==> src/rtl/hazard_ctrl.sv <==
// Pipeline sequencing controller: per-cycle stage enables, bubbles and PC redirect,
// including a held redirect while a fetch is outstanding, plus a saturating stall counter.
module hazard_ctrl (
    input  logic        clk,
    input  logic        reset,
    input  logic        if_wait,
    input  logic        mem_wait,
    input  logic        d_branch_taken,
    input  logic        d_jump_taken,
    input  logic [31:0] d_target,
    input  logic [4:0]  d_rs,
    input  logic [4:0]  d_rt,
    input  logic        d_use_rs,
    input  logic        d_use_rt,
    input  logic        e_mem_read,
    input  logic [4:0]  e_rd,
    output logic        pc_en,
    output logic        fd_en,
    output logic        de_en,
    output logic        em_en,
    output logic        mw_en,
    output logic        fd_flush,
    output logic        de_flush,
    output logic        pc_redirect,
    output logic [31:0] pc_target,
    output logic        discard_fetch,
    output logic [31:0] stall_cnt
);

    typedef enum logic {RUN = 1'b0, PEND = 1'b1} state_t;

    state_t      state_q, state_d;
    logic [31:0] pend_target_q, pend_target_d;
    logic [31:0] stall_cnt_q, stall_cnt_d;

    logic redirect;
    logic load_use;

    assign redirect = d_branch_taken | d_jump_taken;
    assign load_use = e_mem_read && (e_rd != 5'd0) &&
                      ((d_use_rs && (d_rs == e_rd)) || (d_use_rt && (d_rt == e_rd)));

    always_comb begin
        pc_en         = 1'b1;
        fd_en         = 1'b1;
        de_en         = 1'b1;
        em_en         = 1'b1;
        mw_en         = 1'b1;
        fd_flush      = 1'b0;
        de_flush      = 1'b0;
        pc_redirect   = 1'b0;
        discard_fetch = 1'b0;
        pc_target     = d_target;
        state_d       = state_q;
        pend_target_d = pend_target_q;

        if (reset) begin
            pc_en     = 1'b0;
            fd_en     = 1'b0;
            de_en     = 1'b0;
            em_en     = 1'b0;
            mw_en     = 1'b0;
            pc_target = 32'd0;
        end else begin
            case (state_q)
                RUN: begin
                    if (mem_wait) begin
                        pc_en = 1'b0;
                        fd_en = 1'b0;
                        de_en = 1'b0;
                        em_en = 1'b0;
                        mw_en = 1'b0;
                    end else if (load_use) begin
                        // Decode operands are stale, so any redirect it computed is ignored.
                        pc_en    = 1'b0;
                        fd_en    = 1'b0;
                        de_flush = 1'b1;
                    end else if (redirect && !if_wait) begin
                        pc_redirect = 1'b1;
                        fd_flush    = 1'b1;
                    end else if (redirect) begin
                        pc_en         = 1'b0;
                        fd_flush      = 1'b1;
                        pend_target_d = d_target;
                        state_d       = PEND;
                    end else if (if_wait) begin
                        pc_en    = 1'b0;
                        fd_flush = 1'b1;
                    end
                end
                PEND: begin
                    if (mem_wait) begin
                        pc_en = 1'b0;
                        fd_en = 1'b0;
                        de_en = 1'b0;
                        em_en = 1'b0;
                        mw_en = 1'b0;
                    end else if (if_wait) begin
                        pc_en    = 1'b0;
                        fd_flush = 1'b1;
                    end else begin
                        // The fetch now returning was issued before the redirect: drop it.
                        discard_fetch = 1'b1;
                        pc_redirect   = 1'b1;
                        pc_target     = pend_target_q;
                        fd_flush      = 1'b1;
                        state_d       = RUN;
                    end
                end
                default: state_d = RUN;
            endcase
        end
    end

    always_comb begin
        stall_cnt_d = stall_cnt_q;
        if (!pc_en && (stall_cnt_q != 32'hFFFF_FFFF)) begin
            stall_cnt_d = stall_cnt_q + 32'd1;
        end
    end

    assign stall_cnt = stall_cnt_q;

    always_ff @(posedge clk or posedge reset) begin
        if (reset) begin
            state_q       <= RUN;
            pend_target_q <= 32'd0;
            stall_cnt_q   <= 32'd0;
        end else begin
            state_q       <= state_d;
            pend_target_q <= pend_target_d;
            stall_cnt_q   <= stall_cnt_d;
        end
    end

endmodule

==> config.mk <==
export PLATFORM = sky130hd
export DESIGN_NAME = hazard_ctrl
export DESIGN_NICKNAME = d
export VERILOG_FILES = /design/src/rtl/hazard_ctrl.sv
export SDC_FILE = /design/constraint.sdc
export NUM_CORES = 1
export LEC_CHECK = 0
export ABC_AREA = 1
export CAP_MARGIN = 10
export CORE_UTILIZATION = 49
export CTS_BUF_LIST = sky130_fd_sc_hd__clkbuf_2
export DETAILED_ROUTE_END_ITERATION = 10
export PLACE_DENSITY = 0.84
export REMOVE_ABC_BUFFERS = 1
export SYNTH_ARGS = -nofsm -noshare
export SYNTH_HDL_FRONTEND = slang
export SYNTH_SLANG_ARGS = --single-unit
==> constraint.sdc <==
create_clock -name clk -period 6.1 [get_ports clk]
set_input_delay 1.525 -clock clk [delete_from_list [all_inputs] [get_ports clk]]
set_output_delay 1.525 -clock clk [all_outputs]
set_load 0.05 [all_outputs]
==> metrics.yaml <==
cts:
  cts_buffers: 9
  ctsResizeCount: 0
  cts.sinks: 65
  clock_tree.root_cell: "clkbuf_2"
  hold_buffers: 0
  post_cts_buffers: 0
  tritoncts: "built"
  clkTransAtPathRegs_ps: 170
  ctsHtreeMaxLevel: 3
  clk_latency_ps: 490
  clockBufferDepth: 2
hold_path:
  hp-class: "flip-flop to flip-flop"
  hp-start: "pend_target_q[26]"
worst_setup_path:
  worstPathArrival_ps: 3660
  cp-endpoint: "pc_redirect"
  crit_path_max_fanout: 5
  timing.rr.end: "stall_cnt[6]"
  r2r_slack_ps: 3380
  crit_type: "input pin to output port"
  reg2reg_depth: 9
  startpoint_type: "input pin"
  r2r-start: "stall_cnt[0]"
  cp-end-kind: "output port"
  setup.worst_path.start: "reset"
  required_ps: 4580
drt:
  wl_per_cell_um: 13.0
  vias: 4283
  via_per_inst: 5.07
  remaining_drc_errors: 0
  drt_iter0_drc: 181
  drt_wl_total_um: 11000
  postRouteAntennaNets: 0
  firstDrtPassIters: 6
grt:
  grt_start_max_net_pins: 98
  grt_antenna_before_repair: 0
  grt-ovfl-total: 0
  grt_pass1_wl_um: 18800
  track_usage_pct: 27.0
  first_global_vias: 4189
sta:
  rsz0062_at_grt: "false"
  drv_slew: 0
  hold_violations: 0
  min_period_ps: 5180
  fin_crit_sh_pct: 85.0
  finalSetupViolCount: 0
  max_slew.worst_pin.slew_ps: 580
  fin_skew_ps: 38.6
  relSlewSlack_pct: 61.2
  max_freq_ghz: 0.193
  fin_ws_ps: 916
layout:
  final_common_cell: "nand2_1"
  layout-drive-gt1-share_pct: 8.11
  finalNetCount: 793
  antenna_cells: 0
  stdcell_area_um2: 5420
  regArea_um2: 1630
  multi_input_area_um2: 2070
  final_cell_mix: "215 x nand2_1, 96 x clkdlybuf4s50_1, 67 x inv_1, 67 x o21ai_0, 65 x dfrtp_1"
  syn2layout_area_growth_pct: 31.7
  final_util_pct: 66.3
  n_fill_cell: 757
pwr:
  leakage_nw: 2.71
  ir_drop_v: 0.000146
  power_density_nw_per_um2: 229
  p_total_w: 0.00124
placed_design:
  portBuffers: 128
  placed_area_um2: 5350
  pre_cts_ws_ps: 933
  gp_congestion: 0.908
  post-dp-hpwl_um: 8010
logic_synthesis:
  synthFlopType: "dfrtp_1"
  yosys_warnings: 0
  synth_area_um2: 4120
  synth_edf_count: 0
  synthCells: 621
  synth.avg_cell_area_um2: 6.63
  ys_types: 23
  seq_area_frac_synth_pct: 39.5
  ys_ff_latch: 65
  async_reset_ff_share_pct: 100
floorplanning:
  io_pins: 129
  die_h_um: 93.7
  die-width_um: 93.7
  initial_core_util_pct: 50.4
  core_area_um2: 8180
  std_cell_rows: 33
  die_area_um2: 8770
run:
  maxCapViolCount: 0
run_status:
  outcome: "finished, final reports clean"
## metal layers
metal  track usage, %  part of all wire (%)  vias up
li1                 -                     -     2198
met1             33.4                    43     1944
met2             45.1                    48      122
met3             6.80                   6.8       19
met4             10.9                   2.3        0
met5                0                     0        -
## registers in the layout, summed over array words and instances (netlist names)
name	flops
pend_target_q	32
state_q	1
stall_cnt	32
## worst min-delay path by stage
stage                                   end  cells after the start
after CTS                 pend_target_q[13]                      2
after detailed placement  pend_target_q[13]                      2
after global routing      pend_target_q[13]                      2
final                     pend_target_q[26]                      2
after floorplan            pend_target_q[0]                      2
after global placement    pend_target_q[29]                      2
## stage by stage
step                TNS, ps  std cells  hold WS (ps)
global placement          0        830           462
global route              0        845           538
CTS                       0        845           508
finish                    0        845           504
floorplan             -1100        593           448
detailed placement        0        830           468
## synthesized netlist by cell type (4+ instances only)
library cell,number,area (µm²)
nand2_1,215,807
inv_1,68,255
o21ai_0,67,335
dfrtp_1,65,1630
nor2_1,50,188
nand3_1,44,220
a21oi_1,32,160
clkbuf_1,13,48.8
nor3_1,12,60.1
xor2_1,12,105
buf_2,10,50.1
nand3b_1,7,52.6
nand4_1,5,31.3
xnor2_1,5,43.8
inv_2,4,15.0
## power breakdown
group          total (W)  internal [W]  switching (W)  leakage, nW
Combinational   0.000444      0.000162       0.000282         1.81
Sequential      0.000586      0.000519      0.0000678        0.852
Clock           0.000212     0.0000524       0.000160       0.0552
## cell type report
cell class	instances	share of cell area, %
clock inverter	4	0.392
multi-input combinational	455	38.2
tap	105	2.42
inverter	73	5.05
sequential	65	30.0
timing repair buffer	132	22.9
clock buffer	11	1.02
## cell families (layout without fill, tap and decap cells)
logic type / after synthesis / in the layout / synth area share (%)
AND/OR/NAND/NOR: 338 / 338 / 34.3
XOR/XNOR: 17 / 17 / 3.62
flip-flops: 65 / 65 / 39.5
buffers and inverters: 101 / 220 / 10.2
adder cells (fa/ha/maj): 1 / 1 / 0.304
AO/OA/AOI/OAI: 99 / 99 / 12.0
## worst max-delay path, stage by stage
cell and delay, ps:
clkdlybuf4s50_1 450, nor2_1 300, inv_1 130, nor2_1 140
nand2_1 90, inv_1 80, o21ai_0 80, inv_1 70
clkdlybuf4s50_1 800
Power figures use the tool's default switching activity.
